`config.mk`:
```
export PLATFORM = sky130hd
export DESIGN_NAME = dds_waveform_gen_flat
export DESIGN_NICKNAME = d
export VERILOG_FILES = /design/src/rtl/dds_pkg.sv /design/src/rtl/dds_if.sv /design/src/rtl/dds_quarter_sine_rom.sv /design/src/rtl/dds_waveform_gen.sv /design/src/flat_wrapper.sv
export SDC_FILE = /design/constraint.sdc
export NUM_CORES = 1
export LEC_CHECK = 0
export ABC_AREA = 1
export BUFFER_PORTS_ARGS = -buffer_cell sky130_fd_sc_hd__buf_2
export CORE_ASPECT_RATIO = 1.5
export CORE_MARGIN = 5
export CORE_UTILIZATION = 48
export DETAILED_ROUTE_END_ITERATION = 6
export GPL_TIMING_DRIVEN = 0
export MAX_ROUTING_LAYER = met4
export PLACE_DENSITY = 0.83
export REMOVE_ABC_BUFFERS = 1
export SKIP_LAST_GASP = 1
export SYNTH_ARGS = -nofsm -noshare
export SYNTH_HDL_FRONTEND = slang
export SYNTH_SLANG_ARGS = --single-unit
```
`constraint.sdc`:
```
create_clock -name clk -period 3.3 [get_ports clk]
set_input_delay 0.33 -clock clk [delete_from_list [all_inputs] [get_ports clk]]
set_output_delay 0.33 -clock clk [all_outputs]
set_load 0.02 [all_outputs]
```
`src/rtl/dds_pkg.sv`:
```
// Shared definitions for the DDS waveform generator: waveform mode codes,
// sweep FSM states, quadrant bit positions and the quarter-sine ROM builder.
package dds_pkg;

  typedef enum logic [1:0] {
    MODE_SINE   = 2'd0,
    MODE_SQUARE = 2'd1,
    MODE_SAW    = 2'd2,
    MODE_TRI    = 2'd3
  } mode_t;

  typedef enum logic {
    SWEEP_IDLE = 1'b0,
    SWEEP_RUN  = 1'b1
  } sweep_state_t;

  // Within the top two lookup-phase bits: bit 1 selects the negative half,
  // bit 0 selects the mirrored (falling) quarter.
  localparam int QUAD_HALF_BIT   = 1;
  localparam int QUAD_MIRROR_BIT = 0;

  // pi scaled by 2^30 for the fixed-point sine evaluation below.
  localparam longint PI_FIX = 64'sd3373259426;

  // Entry i of the quarter-wave table: round((2^(out_w-1)-1) * sin(pi/2*(i+0.5)/Q)).
  // Evaluated at elaboration with an integer Taylor series (2^30 fixed point)
  // so the ROM contents need no real-number support from the tools.
  function automatic int quarter_sine(input int i, input int addr_w, input int out_w);
    longint q_entries;
    longint x;
    longint x2;
    longint term;
    longint sum;
    longint amp;
    q_entries = longint'(1) << (addr_w - 2);
    x         = (PI_FIX * longint'(2 * i + 1)) / (4 * q_entries);
    x2        = (x * x) >>> 30;
    term      = x;
    sum       = x;
    for (int k = 1; k <= 8; k++) begin
      term = -((term * x2) >>> 30) / longint'((2 * k) * (2 * k + 1));
      sum  = sum + term;
    end
    amp = (longint'(1) << (out_w - 1)) - 1;
    return int'((amp * sum + (longint'(1) << 29)) >>> 30);
  endfunction

endpackage

```
`src/rtl/dds_if.sv`:
```
// Frequency-word handshake and sample output bundle of the DDS core.
// master = the block feeding frequency words and consuming samples,
// slave  = the DDS core itself.
interface dds_if #(
  parameter int ACC_W = 24,
  parameter int OUT_W = 8
);
  logic             fcw_valid;
  logic             fcw_ready;
  logic [ACC_W-1:0] fcw_data;
  logic [OUT_W-1:0] wave_out;
  logic             out_valid;
  logic             wrap;

  modport master (
    output fcw_valid, fcw_data,
    input  fcw_ready, wave_out, out_valid, wrap
  );

  modport slave (
    input  fcw_valid, fcw_data,
    output fcw_ready, wave_out, out_valid, wrap
  );
endinterface

```
`src/rtl/dds_quarter_sine_rom.sv`:
```
// Combinational quarter-wave sine table: index -> magnitude q (OUT_W-1 bits).
// Contents are computed at elaboration from dds_pkg::quarter_sine.
module dds_quarter_sine_rom
  import dds_pkg::*;
#(
  parameter int ADDR_W = 8,
  parameter int OUT_W  = 8
) (
  input  logic [ADDR_W-3:0] index,
  output logic [OUT_W-2:0]  q
);

  localparam int Q = 2 ** (ADDR_W - 2);

  logic [OUT_W-2:0] rom_q [Q];

  for (genvar i = 0; i < Q; i++) begin : g_rom
    localparam int QV = quarter_sine(i, ADDR_W, OUT_W);
    assign rom_q[i] = QV[OUT_W-2:0];
  end

  assign q = rom_q[index];

endmodule

```
`src/rtl/dds_waveform_gen.sv`:
```
// Multi-waveform DDS core: phase accumulator, phase offset, quarter-wave sine
// ROM and sine/square/saw/triangle shaping, with a two-stage lookup pipeline.
// Optional feature: define DDS_SWEEP_EN to build the linear FCW sweep FSM;
// without it the sweep inputs are ignored and sweep_busy stays 0.
module dds_waveform_gen
  import dds_pkg::*;
#(
  parameter int ACC_W  = 24,
  parameter int ADDR_W = 8,
  parameter int OUT_W  = 8
) (
  input  logic              clk,
  input  logic              rst_n,
  dds_if.slave              bus,
  input  logic              en,
  input  logic [ADDR_W-1:0] phase_off,
  input  logic [1:0]        mode,
  input  logic              sync,
  input  logic              sweep_go,
  input  logic [ACC_W-1:0]  sweep_step,
  input  logic [ACC_W-1:0]  sweep_stop,
  output logic              sweep_busy
);

  localparam int MSB = ADDR_W - 1;

  logic [ACC_W-1:0]  acc;
  logic [ACC_W-1:0]  fcw;
  logic [ACC_W:0]    acc_sum;
  logic              carry_s0;
  logic [ADDR_W-1:0] phase_q;
  mode_t             mode_q;
  logic              carry_s1;
  logic              live_s1;

  assign acc_sum       = {1'b0, acc} + {1'b0, fcw};
  assign bus.fcw_ready = !sweep_busy;

`ifdef DDS_SWEEP_EN
  sweep_state_t   state;
  logic [ACC_W:0] sweep_sum;

  assign sweep_sum = {1'b0, fcw} + {1'b0, sweep_step};

  // Frequency word register plus sweep FSM: loads only while idle, ramps fcw
  // each enabled cycle while sweeping and lands exactly on sweep_stop.
  always_ff @(posedge clk) begin
    if (!rst_n) begin
      state      <= SWEEP_IDLE;
      fcw        <= ACC_W'(1);
      sweep_busy <= 1'b0;
    end else begin
      case (state)
        SWEEP_IDLE: begin
          if (bus.fcw_valid && bus.fcw_ready) begin
            fcw <= bus.fcw_data;
          end
          if (sweep_go) begin
            state      <= SWEEP_RUN;
            sweep_busy <= 1'b1;
          end
        end
        SWEEP_RUN: begin
          if (en) begin
            if (sweep_sum[ACC_W] || (sweep_sum[ACC_W-1:0] >= sweep_stop)) begin
              fcw        <= sweep_stop;
              state      <= SWEEP_IDLE;
              sweep_busy <= 1'b0;
            end else begin
              fcw <= sweep_sum[ACC_W-1:0];
            end
          end
        end
        default: begin
          state      <= SWEEP_IDLE;
          sweep_busy <= 1'b0;
        end
      endcase
    end
  end
`else
  logic unused_sweep;

  assign unused_sweep = ^{sweep_go, sweep_step, sweep_stop};
  assign sweep_busy   = 1'b0;

  // Frequency word register: takes a new word on every accepted handshake.
  always_ff @(posedge clk) begin
    if (!rst_n) begin
      fcw <= ACC_W'(1);
    end else if (bus.fcw_valid && bus.fcw_ready) begin
      fcw <= bus.fcw_data;
    end
  end
`endif

  // Stage 0: phase accumulator; sync overrides en, and the carry-out is kept
  // so the wrap flag can travel alongside the phase it produced.
  always_ff @(posedge clk) begin
    if (!rst_n) begin
      acc      <= '0;
      carry_s0 <= 1'b0;
    end else if (sync) begin
      acc      <= '0;
      carry_s0 <= 1'b0;
    end else if (en) begin
      acc      <= acc_sum[ACC_W-1:0];
      carry_s0 <= acc_sum[ACC_W];
    end
  end

  // Stage 1: offset lookup phase and capture mode; live_s1 marks that this
  // stage was loaded by the most recent clock (cleared by any frozen cycle).
  always_ff @(posedge clk) begin
    if (!rst_n) begin
      phase_q  <= '0;
      mode_q   <= MODE_SINE;
      carry_s1 <= 1'b0;
      live_s1  <= 1'b0;
    end else if (en) begin
      phase_q  <= acc[ACC_W-1 -: ADDR_W] + phase_off;
      mode_q   <= mode_t'(mode);
      carry_s1 <= carry_s0;
      live_s1  <= 1'b1;
    end else begin
      live_s1  <= 1'b0;
    end
  end

  logic [1:0]              quadrant;
  logic [ADDR_W-3:0]       rom_index;
  logic [OUT_W-2:0]        rom_q;
  logic [OUT_W-1:0]        sine_val;
  logic [OUT_W-1:0]        square_val;
  logic [ADDR_W+OUT_W-1:0] saw_wide;
  logic [ADDR_W-2:0]       tri_t;
  logic [ADDR_W+OUT_W-2:0] tri_wide;
  logic [OUT_W-1:0]        sample;

  assign quadrant  = phase_q[MSB -: 2];
  assign rom_index = quadrant[QUAD_MIRROR_BIT] ? ~phase_q[ADDR_W-3:0] : phase_q[ADDR_W-3:0];

  dds_quarter_sine_rom #(
    .ADDR_W (ADDR_W),
    .OUT_W  (OUT_W)
  ) u_rom (
    .index (rom_index),
    .q     (rom_q)
  );

  // Negative half uses 2^(OUT_W-1)-1-q, which is simply the complement of q.
  assign sine_val   = quadrant[QUAD_HALF_BIT] ? {1'b0, ~rom_q} : {1'b1, rom_q};
  assign square_val = phase_q[MSB] ? '0 : '1;
  assign saw_wide   = {phase_q, {OUT_W{1'b0}}};
  assign tri_t      = phase_q[MSB] ? ~phase_q[ADDR_W-2:0] : phase_q[ADDR_W-2:0];
  // Falling half fills the widened LSBs with ones so it mirrors the rising
  // half exactly (0,2,..,254 up then 255,253,..,1 down at 8/8 bits).
  assign tri_wide   = {tri_t, {OUT_W{phase_q[MSB]}}};

  // Waveform shaping mux for the stage-2 sample.
  always_comb begin
    sample = sine_val;
    case (mode_q)
      MODE_SINE:   sample = sine_val;
      MODE_SQUARE: sample = square_val;
      MODE_SAW:    sample = saw_wide[ADDR_W+OUT_W-1 -: OUT_W];
      MODE_TRI:    sample = tri_wide[ADDR_W+OUT_W-2 -: OUT_W];
      default:     sample = sine_val;
    endcase
  end

  // Stage 2: registered sample; valid only after two consecutive enabled
  // cycles, and wrap is suppressed whenever the sample is not valid.
  always_ff @(posedge clk) begin
    if (!rst_n) begin
      bus.wave_out  <= '0;
      bus.out_valid <= 1'b0;
      bus.wrap      <= 1'b0;
    end else if (en) begin
      bus.wave_out  <= sample;
      bus.out_valid <= live_s1;
      bus.wrap      <= carry_s1 & live_s1;
    end else begin
      bus.out_valid <= 1'b0;
      bus.wrap      <= 1'b0;
    end
  end

endmodule

```
`src/flat_wrapper.sv`:
```
// flat-port wrapper written by rule: the top's interface ports become plain ports
module dds_waveform_gen_flat import dds_pkg::*;
#(
  parameter int ACC_W  = 24,
  parameter int ADDR_W = 8,
  parameter int OUT_W  = 8
)
  (clk, rst_n, en, phase_off, mode, sync, sweep_go, sweep_step, sweep_stop, sweep_busy, bus_fcw_valid, bus_fcw_data, bus_fcw_ready, bus_wave_out, bus_out_valid, bus_wrap);
  dds_if #(.ACC_W(ACC_W), .OUT_W(OUT_W)) bus_i ();
  input  logic clk;
  input  logic rst_n;
  input  logic en;
  input  logic [ADDR_W-1:0] phase_off;
  input  logic [1:0] mode;
  input  logic sync;
  input  logic sweep_go;
  input  logic [ACC_W-1:0] sweep_step;
  input  logic [ACC_W-1:0] sweep_stop;
  output logic sweep_busy;
  input wire logic [$bits(bus_i.fcw_valid)-1:0] bus_fcw_valid;
  input wire logic [$bits(bus_i.fcw_data)-1:0] bus_fcw_data;
  output wire logic [$bits(bus_i.fcw_ready)-1:0] bus_fcw_ready;
  output wire logic [$bits(bus_i.wave_out)-1:0] bus_wave_out;
  output wire logic [$bits(bus_i.out_valid)-1:0] bus_out_valid;
  output wire logic [$bits(bus_i.wrap)-1:0] bus_wrap;
  assign bus_i.fcw_valid = bus_fcw_valid;
  assign bus_i.fcw_data = bus_fcw_data;
  assign bus_fcw_ready = bus_i.fcw_ready;
  assign bus_wave_out = bus_i.wave_out;
  assign bus_out_valid = bus_i.out_valid;
  assign bus_wrap = bus_i.wrap;
  dds_waveform_gen #(.ACC_W(ACC_W), .ADDR_W(ADDR_W), .OUT_W(OUT_W)) u_core (.clk(clk), .rst_n(rst_n), .bus(bus_i), .en(en), .phase_off(phase_off), .mode(mode), .sync(sync), .sweep_go(sweep_go), .sweep_step(sweep_step), .sweep_stop(sweep_stop), .sweep_busy(sweep_busy));
endmodule
```
* Word-level counts from Yosys, hierarchy flattened
Memory sizes are Yosys's and may differ from the RTL's.
Cells that the tools add are included.
** Word-level totals
- Bits in registers :: 71
- Bits in latches :: 0
- Memory bits (writable) :: 0
- Bits in read-only memories :: 448
- Input port bits :: 88
- Output and inout bits :: 12
- Word-level logic and storage cells :: 34
- Memories kept :: 1
** Memories
- (name not given) :: words 64, width 7, rd ports 1, clocked after Yosys merged registers in 0, write ports 0, line dds_quarter_sine_rom.sv:22 : assign q = rom_q[index];
** Operators by class
- Add/sub/neg operators :: 2
- Multiply operators :: 0
- Div/mod/pow operators :: 0
- Order comparisons :: 1
- Equality and inequality tests :: 3
- Shift-type cells :: 0
- Mux-type cells :: 8
- Bitwise gates (word level) :: 6
- Reductions and logical operators :: 3
** Operator list (count)
- $pmux 8 s4 :: 1
- $add 24x24->25 :: 1
- $mux 7 :: 3
- $mux 8 :: 2
- $not 7->7 :: 2
- $add 8x8->8 :: 1
- $ge 7x7->1 const B :: 1
- $not 6->7 :: 1
- $mux 6 :: 1
- $not 6->6 :: 1
- $eq 2x2->1 const B :: 2
- $eq 2x1->1 const B :: 1
- $logic_not 2->1 :: 1
- $reduce_and 2->1 :: 1
- $reduce_or 2->1 :: 1
- $and 1x1->1 :: 1
- $mux 1 :: 1
- $not 1->1 :: 1

* Logic depth before layout (Yosys ltp)
Gate-level depths: netlist of run 1.
- Depth after elaboration :: 9
- Mapped depth :: 16
- Depth with buffers taken out :: 15

* Cells and area by module
From an unflattened synthesis of run 1, not the netlist that was laid out.
** Second synthesis, totals
- Cell total of the unflattened synthesis :: 917
- Area total of the unflattened synthesis :: 5589.1 um^2
** By module, submodules not included
- dds_waveform_gen :: instances 1, cells an instance 797, area an instance 4952.2 um^2, seq. area each 1421.4 um^2
- dds_quarter_sine_rom :: instances 1, cells an instance 120, area an instance 636.9 um^2, seq. area each 0.0 um^2

* Worst setup path before layout of run 1
OpenSTA, ideal clock, no wires.
- Path type :: flip-flop to flip-flop
- From :: register u_core.fcw[0]
- To :: register u_core.acc[14]
- Setup time :: 0.115 ns
- Arrival :: 1.806 ns
- Data required time :: 3.185 ns
- Slack :: 1.379 ns
- Stages on the path, launching flop included :: 15
- Path buffers :: 0
- Period minus slack after synthesis :: 1.921 ns
- Cells stage by stage :: dfxtp_1 > ha_1 > fa_1 > nand3_1 > nand3_1 > nand2_1 > nand2_1 > nand2_1 > nand2_1 > nand2_1 > nand2_1 > nand2_1 > nand2_1 > o21ai_0 > inv_1
** On the way
- Longest elaborated chain between the ends :: 1
** RTL lines
- start: declaration :: line dds_waveform_gen.sv:28 : logic [ACC_W-1:0] fcw;
- start signal: assignment :: line dds_waveform_gen.sv:92 : fcw <= bus.fcw_data;
- $add 24x24->25 :: line dds_waveform_gen.sv:36 : assign acc_sum = {1'b0, acc} + {1'b0, fcw};
- end signal: assignment :: line dds_waveform_gen.sv:107 : acc <= acc_sum[ACC_W-1:0];
- end: declaration :: line dds_waveform_gen.sv:27 : logic [ACC_W-1:0] acc;
No other way between the ends.
A chain may end at the register's enable or synchronous reset.

==> results of run 1 <==
==> synth_stat cells (all sizes together), types with 3 or more instances <==
master | instances | share of area (%)
a211oi | 3 | 0.43
a21oi | 60 | 5.9
buf | 8 | 1.4
clkbuf | 22 | 1.6
dfxtp | 71 | 27
ha | 37 | 8.8
inv | 98 | 7.0
nand2 | 201 | 15
nand3 | 58 | 5.5
nand4 | 16 | 1.9
nor2 | 131 | 9.4
nor3 | 3 | 0.29
o211ai | 3 | 0.43
o21ai | 79 | 7.5
o21bai | 3 | 0.43
xnor2 | 10 | 2.0
xor2 | 16 | 2.8
==> critical path, delay by kind of cell <==
kind	cells	cell delay, ns
buffers and inverters	2	1.77
and+or+nand+nor	1	0.65
AOI/OAI and AO/OA	1	0.15
==> flip-flops by register name (all words and copies together), names as in the netlist <==
register	count
u_core.bus.out_valid	1
u_core.mode_q	2
u_core.carry_s1	1
u_core.bus.wrap	1
u_core.fcw	24
u_core.live_s1	1
u_core.bus.wave_out	8
u_core.acc	24
u_core.phase_q	8
u_core.carry_s0	1
==> final cells by class <==
type                    count  area (um2)
clock buffers               9         225
clock inverters             7        77.6
fillers                  1076        4840
inverters                 100         375
multi-input cells         636        3290
flip-flops and latches     71        1420
well taps                 144         180
repair buffers             48         240
==> metal layers <==
layer,global-route usage [%],part of all wire [%]
met5,-,0
met4,11.2,3.9
met3,4.23,2.8
met2,42.4,56
met1,22.6,38
==> logic make-up (layout without fill, tap and decap cells) <==
logic type | Yosys count | in the layout | share of synthesized area (%)
XOR/XNOR | 26 | 26 | 4.77
flip-flops | 71 | 71 | 27.1
adder cells (fa/ha/maj) | 39 | 39 | 9.59
AO/OA/AOI/OAI | 157 | 157 | 16.1
AND/OR/NAND/NOR | 412 | 412 | 32.2
buffers and inverters | 130 | 164 | 10.2
other | 2 | 2 | 0.143
==> power groups by stage <==
stage	Clock (mW)	Sequential (mW)	Combinational [mW]
after floorplan	0	0.983	0.457
after global placement	0	0.980	0.632
after detailed placement	0	0.982	0.641
after CTS	1.02	0.964	0.645
after global routing	1.07	0.970	0.747
final	1.00	0.965	0.644
==> path summary, 6_finish.rpt <==
check / to / start
worst min-delay path: u_core.fcw[0]$_SDFFE_PN1P_ / bus_fcw_data[0]
worst min register to register: u_core.bus.wrap$_SDFF_PN0_ / u_core.carry_s1$_SDFFE_PN0P_
worst max register to register: u_core.bus.wave_out[6]$_SDFFE_PN0P_ / u_core.phase_q[6]$_SDFFE_PN0P_
worst max-delay path: u_core.carry_s0$_SDFFE_PP0P_ / en
==> stage by stage <==
| stage | std cells | area, um2 | total power, mW |
|---|---|---|---|
| floorplan | 807 | 5090 | 1.44 |
| global placement | 999 | 5510 | 1.61 |
| detailed placement | 999 | 5510 | 1.62 |
| CTS | 1015 | 5810 | 2.63 |
| global route | 1015 | 5810 | 2.78 |
| finish | 1015 | 5810 | 2.61 |
==> metrics.json, run 1 <==
{
  "clock_insertion_delay_worst_skew": {"value": 0.35, "unit": "ns"},
  "timing.hold.worst.class": {"value": "in -> reg"},
  "synth-main-ff-cell": {"value": "sky130_fd_sc_hd__dfxtp_1"},
  "arrival": {"value": 2.93, "unit": "ns"},
  "timing.critical_path.from_type": {"value": "input pin"},
  "p_sw": {"value": 878, "unit": "uW"},
  "gate_count_post_synth": {"value": 837},
  "route.vias.total": {"value": 5302},
  "highest_count_cells_in_the_layout_ignoring_fill_and_taps": {"value": "sky130_fd_sc_hd__nand2_1, sky130_fd_sc_hd__nor2_1, sky130_fd_sc_hd__inv_1, sky130_fd_sc_hd__o21ai_0, sky130_fd_sc_hd__dfxtp_1"},
  "synthesized_area_per_cell": {"value": 6.27, "unit": "um2"},
  "ff2ff_path_depth": {"value": 11},
  "report.final.slew_viol_count": {"value": 0},
  "critical_path.endpoint_type": {"value": "flop"},
  "fraction_of_final_layout_cells_sized_beyond_drive_strength_1": {"value": 9.18, "unit": "%"},
  "post_cts.repair.setup_buffers": {"value": 0},
  "route.detailed.drc": {"value": 0},
  "worst-r2r-setup-slack": {"value": 0.97, "unit": "ns"},
  "grt_usage": {"value": 23.1, "unit": "%"},
  "finalSetupViolCount": {"value": 0},
  "post_synth_num_cell_types": {"value": 39},
  "max-cap-violations": {"value": 0},
  "yosys_warnings": {"value": 0},
  "place_ws": {"value": 0.237, "unit": "ns"},
  "layout_min_cycle_time": {"value": 2.71, "unit": "ns"},
  "relative_contribution_of_the_clock_network_to_total_power": {"value": 38.4, "unit": "%"},
  "fp.dieW": {"value": 95.4, "unit": "um"},
  "design.portCount": {"value": 100},
  "yosysSeqAreaShare": {"value": 27.1, "unit": "%"},
  "detail_route.wl_per_cell": {"value": 13.6, "unit": "um"},
  "drtIter0Drc": {"value": 262},
  "ant_nets": {"value": 0},
  "cellLeakagePower": {"value": 3.09, "unit": "nW"},
  "cp_slowest_stage_delay": {"value": 1.05, "unit": "ns"},
  "holdWs": {"value": 0.191, "unit": "ns"},
  "fin_skew": {"value": 0.00735, "unit": "ns"},
  "largest_net_degree_at_the_start_of_global_routing": {"value": 54},
  "grt-ovfl-total": {"value": 0},
  "cts_tree": {"value": "yes"},
  "antenna_cells_inserted": {"value": 0},
  "powerDensity": {"value": 450, "unit": "nW/um2"},
  "cts.repair.resized": {"value": 0},
  "grt_pass1_vias": {"value": 5273},
  "cts-htree-levels": {"value": 3},
  "worst-slew-pin-transition": {"value": 0.980, "unit": "ns"},
  "share_seq_of_total_power": {"value": 36.9, "unit": "%"},
  "outcome": {"value": "completed"},
  "master_cell_of_the_clock_root_buffer": {"value": "sky130_fd_sc_hd__clkbuf_16"},
  "timing.critical_path.fanout_max": {"value": 53},
  "detailedPlacementHpwl": {"value": 10.5, "unit": "mm"},
  "design.final.nets": {"value": 993},
  "drt_pre_antenna_iters": {"value": 4},
  "commonest_non_fill_non_tap_cell_in_the_layout": {"value": "sky130_fd_sc_hd__nand2_1"},
  "totalNegativeSetupSlack": {"value": 0, "unit": "ns"},
  "grt_first_pass_wirelength": {"value": 23.7, "unit": "mm"},
  "max_clock_freq": {"value": 0.369, "unit": "GHz"},
  "antenna_found_initial": {"value": 0},
  "cts.sinks": {"value": 71},
  "flops_latches_synth": {"value": 71},
  "setup_cp_type": {"value": "in -> reg"},
  "postSynth.asyncResetShare": {"value": 0, "unit": "%"},
  "clk_pin_slew": {"value": 0.06, "unit": "ns"},
  "min_delay_path_depth": {"value": 3},
  "cell_internal_pwr": {"value": 1.74, "unit": "mW"},
  "power.ir.vdd_worst": {"value": 302, "unit": "uV"},
  "syn-cell-area": {"value": 5250, "unit": "um2"},
  "timing.critical_path.required": {"value": 3.52, "unit": "ns"},
  "crit_slowest_cell": {"value": "sky130_fd_sc_hd__clkinv_1"},
  "die-area": {"value": 13200, "unit": "um2"},
  "critical_path.cell_chain": {"value": "buf_2 -> clkinv_1 -> nor4_1 -> a31oi_1"},
  "netSwitchingFraction": {"value": 33.6, "unit": "%"},
  "utilization": {"value": 54.6, "unit": "%"},
  "io_buffer_count": {"value": 48},
  "synth_edf_count": {"value": 0},
  "routed_via_density": {"value": 5.22},
  "drt-total-wl": {"value": 13.9, "unit": "mm"},
  "final_min_period_over_clock_period": {"value": 82.2, "unit": "%"},
  "cts_hold_buffers": {"value": 0},
  "grt_setup_unrepaired": {"value": "false"},
  "finalHoldViolCount": {"value": 0},
  "combPwrFrac": {"value": 24.6, "unit": "%"},
  "initial_utilization": {"value": 49.3, "unit": "%"},
  "core_box_area": {"value": 10600, "unit": "um2"},
  "die-height": {"value": 138, "unit": "um"},
  "layout-area-overhead-vs-synth": {"value": 10.8, "unit": "%"},
  "worst_slew_margin_rel": {"value": 34.7, "unit": "%"},
  "placement_rows": {"value": 46},
  "routabilityCongestion": {"value": 0.993},
  "clock_path_buffers": {"value": 2},
  "cts-buffers-inserted": {"value": 9},
  "timing.final.ws_setup": {"value": 0.589, "unit": "ns"}
}
Power figures use the tool's default switching activity.
==> inputs of run 2 (changes only) <==
- clock period: 3.3 -> 2.8 ns (I/O delays scaled with it)
==> metrics.json, run 2 (synthesized netlist as in run 1, its figures left out) <==
{
  "die-area": {"value": 13200, "unit": "um2", "change": "unchanged"},
  "grt_first_pass_wirelength": {"value": 23.7, "unit": "mm", "change": "unchanged"},
  "ff2ff_path_depth": {"value": 11, "change": "unchanged"},
  "power.ir.vdd_worst": {"value": 355, "unit": "uV", "change": "was 302 uV"},
  "cp_top_delay_family": {"value": "buffers and inverters", "change": "unchanged"},
  "cts-htree-levels": {"value": 3, "change": "unchanged"},
  "cts-buffers-inserted": {"value": 9, "change": "unchanged"},
  "drt_pre_antenna_iters": {"value": 4, "change": "unchanged"},
  "powerDensity": {"value": 530, "unit": "nW/um2", "change": "was 450 nW/um2"},
  "cp_num_cells": {"value": 4, "change": "unchanged"},
  "highest_count_cells_in_the_layout_ignoring_fill_and_taps": {"value": "sky130_fd_sc_hd__nand2_1, sky130_fd_sc_hd__nor2_1, sky130_fd_sc_hd__inv_1, sky130_fd_sc_hd__o21ai_0, sky130_fd_sc_hd__dfxtp_1", "change": "unchanged"},
  "placement_rows": {"value": 46, "change": "unchanged"},
  "dp_cells": {"value": 999, "change": "unchanged"},
  "cts_tree": {"value": "yes", "change": "unchanged"},
  "ant_nets": {"value": 0, "change": "unchanged"},
  "timing.critical_path.required": {"value": 3.02, "unit": "ns", "change": "was 3.52 ns"},
  "post-layout-total-power": {"value": 3.08, "unit": "mW", "change": "was 2.61 mW"},
  "layout_min_cycle_time": {"value": 2.39, "unit": "ns"},
  "path_buf_inv": {"value": 2, "change": "unchanged"},
  "drt-total-wl": {"value": 13.8, "unit": "mm", "change": "was 13.9 mm"},
  "grt-ovfl-total": {"value": 0, "change": "unchanged"},
  "routabilityCongestion": {"value": 0.993, "change": "unchanged"},
  "critical_path.cell_chain": {"value": "buf_2 -> clkinvlp_4 -> nor4_1 -> a31oi_1", "change": "was buf_2 -> clkinv_1 -> nor4_1 -> a31oi_1"},
  "cts.sinks": {"value": 71, "change": "unchanged"},
  "report.final.slew_viol_count": {"value": 0, "change": "unchanged"},
  "design.final.nets": {"value": 993, "change": "unchanged"},
  "timing.final.ws_setup": {"value": 0.407, "unit": "ns", "change": "was 0.589 ns"},
  "clock_path_buffers": {"value": 2, "change": "unchanged"},
  "antenna_cells_inserted": {"value": 0, "change": "unchanged"},
  "routed_via_density": {"value": 5.24, "change": "was 5.22"},
  "clock_insertion_delay_worst_skew": {"value": 0.35, "unit": "ns", "change": "about the same"},
  "crit_slowest_cell": {"value": "sky130_fd_sc_hd__clkinvlp_4", "change": "was sky130_fd_sc_hd__clkinv_1"},
  "post_cts.repair.setup_buffers": {"value": 0, "change": "unchanged"},
  "grt_usage": {"value": 23.1, "unit": "%", "change": "unchanged"},
  "route.detailed.drc": {"value": 0, "change": "unchanged"},
  "max_clock_freq": {"value": 0.418, "unit": "GHz"},
  "final_cell_count_no_fill": {"value": 1015, "change": "unchanged"},
  "critical_path.endpoint_type": {"value": "flop", "change": "unchanged"},
  "arrival": {"value": 2.61, "unit": "ns", "change": "was 2.93 ns"},
  "finalSetupViolCount": {"value": 0, "change": "unchanged"},
  "largest_net_degree_at_the_start_of_global_routing": {"value": 54, "change": "unchanged"},
  "clk_pin_slew": {"value": 0.06, "unit": "ns", "change": "about the same"},
  "drtIter0Drc": {"value": 243, "change": "was 262"},
  "top_flop_regs": {"value": "u_core.acc (24), u_core.fcw (24)", "change": "unchanged"},
  "grt_pass1_vias": {"value": 5273, "change": "unchanged"},
  "detailedPlacementHpwl": {"value": 10.5, "unit": "mm", "change": "unchanged"},
  "cellLeakagePower": {"value": 3.09, "unit": "nW", "change": "about the same"},
  "outcome": {"value": "completed", "change": "unchanged"},
  "master_cell_of_the_clock_root_buffer": {"value": "sky130_fd_sc_hd__clkbuf_16", "change": "unchanged"},
  "cp_slowest_stage_delay": {"value": 0.84, "unit": "ns", "change": "was 1.05 ns"},
  "core_box_area": {"value": 10600, "unit": "um2", "change": "unchanged"},
  "timing.critical_path.fanout_max": {"value": 53, "change": "unchanged"},
  "initial_utilization": {"value": 49.3, "unit": "%", "change": "unchanged"},
  "grt_setup_unrepaired": {"value": "false", "change": "unchanged"},
  "layout-area-overhead-vs-synth": {"value": 10.9, "unit": "%", "change": "was 10.8%"},
  "route.vias.total": {"value": 5322, "change": "was 5302"},
  "place_ws": {"value": -0.213, "unit": "ns", "change": "was 0.237 ns"},
  "fraction_of_final_layout_cells_sized_beyond_drive_strength_1": {"value": 9.30, "unit": "%", "change": "was 9.18%"},
  "die-height": {"value": 138, "unit": "um", "change": "unchanged"},
  "final_min_period_over_clock_period": {"value": 85.5, "unit": "%"},
  "finalHoldViolCount": {"value": 0, "change": "unchanged"},
  "fin_skew": {"value": 0.00734, "unit": "ns", "change": "was 0.00735 ns"},
  "fp.dieW": {"value": 95.4, "unit": "um", "change": "unchanged"},
  "timing.hold.worst.class": {"value": "in -> reg", "change": "unchanged"},
  "min_delay_path_depth": {"value": 3, "change": "unchanged"},
  "max-cap-violations": {"value": 0, "change": "unchanged"},
  "worst-r2r-setup-slack": {"value": 0.47, "unit": "ns", "change": "was 0.97 ns"},
  "worst_slew_margin_rel": {"value": 33.3, "unit": "%", "change": "was 34.7%"},
  "design.portCount": {"value": 100, "change": "unchanged"},
  "timing.critical_path.from_type": {"value": "input pin", "change": "unchanged"},
  "io_buffer_count": {"value": 48, "change": "unchanged"},
  "utilization": {"value": 54.6, "unit": "%", "change": "about the same"},
  "commonest_non_fill_non_tap_cell_in_the_layout": {"value": "sky130_fd_sc_hd__nand2_1", "change": "unchanged"},
  "detail_route.wl_per_cell": {"value": 13.6, "unit": "um", "change": "about the same"},
  "worst-slew-pin-transition": {"value": 1.00, "unit": "ns", "change": "was 0.980 ns"},
  "setup_cp_type": {"value": "in -> reg", "change": "unchanged"},
  "antenna_found_initial": {"value": 0, "change": "unchanged"}
}
-- run 2: cell types whose count changed in the layout (fill, tap and decap cells not counted) --
| cell | previous run | this run |
|---|---|---|
| sky130_fd_sc_hd__clkinv_1 | 2 | 1 |
| sky130_fd_sc_hd__clkinvlp_4 | 0 | 1 |
-- run 2: metal layers --
metal,up-vias,routed length (um),track usage (%)
li1,2761,-,-
met3,42,408,4.23
met1,2405,5170,22.6
met4,0,588,11.2
met2,114,7670,42.4
met5,-,0,-
-- run 2: report_power, final --
part	internal, mW	leakage, nW	switching, mW
clock	0.702	0.153	0.482
sequential	1.08	0.586	0.0592
combinational	0.266	2.35	0.494
total	2.05	3.09	1.03
-- run 2: final timing paths --
kind                                                            end                           start
worst min-delay path                     u_core.fcw[0]$_SDFFE_PN1P_                 bus_fcw_data[0]
worst max-delay path                   u_core.carry_s0$_SDFFE_PP0P_                              en
worst min register to register           u_core.bus.wrap$_SDFF_PN0_    u_core.carry_s1$_SDFFE_PN0P_
worst max register to register  u_core.bus.wave_out[6]$_SDFFE_PN0P_  u_core.phase_q[6]$_SDFFE_PN0P_
-- run 2: per-stage QoR --
step	cell area [um2]	TNS [ns]	hold slack, ns
floorplan	5090	0	0.364
global placement	5510	-0.424	0.416
detailed placement	5510	-0.528	0.423
CTS	5810	0	0.132
global route	5810	0	0.157
finish	5810	0	0.141
-- run 2: final cells by class --
class,instances,area [um2]
fillers,1076,4830
multi-input cells,636,3290
flip-flops and latches,71,1420
inverters,100,379
repair buffers,48,240
clock buffers,9,225
well taps,144,180
clock inverters,7,77.6
-- run 2: worst min-delay path: stages --
cell,delay (ns)
sky130_fd_sc_hd__buf_2,0.07
sky130_fd_sc_hd__nand2_1,0.04
sky130_fd_sc_hd__nand3_1,0.06
-- run 2: what timing repair did --
| item | CTS | global route |
|---|---|---|
| hold buffers | 0 | 0 |
| endpoints found under the setup margin | 0 | 4 |
| resized for setup | 0 | 1 |
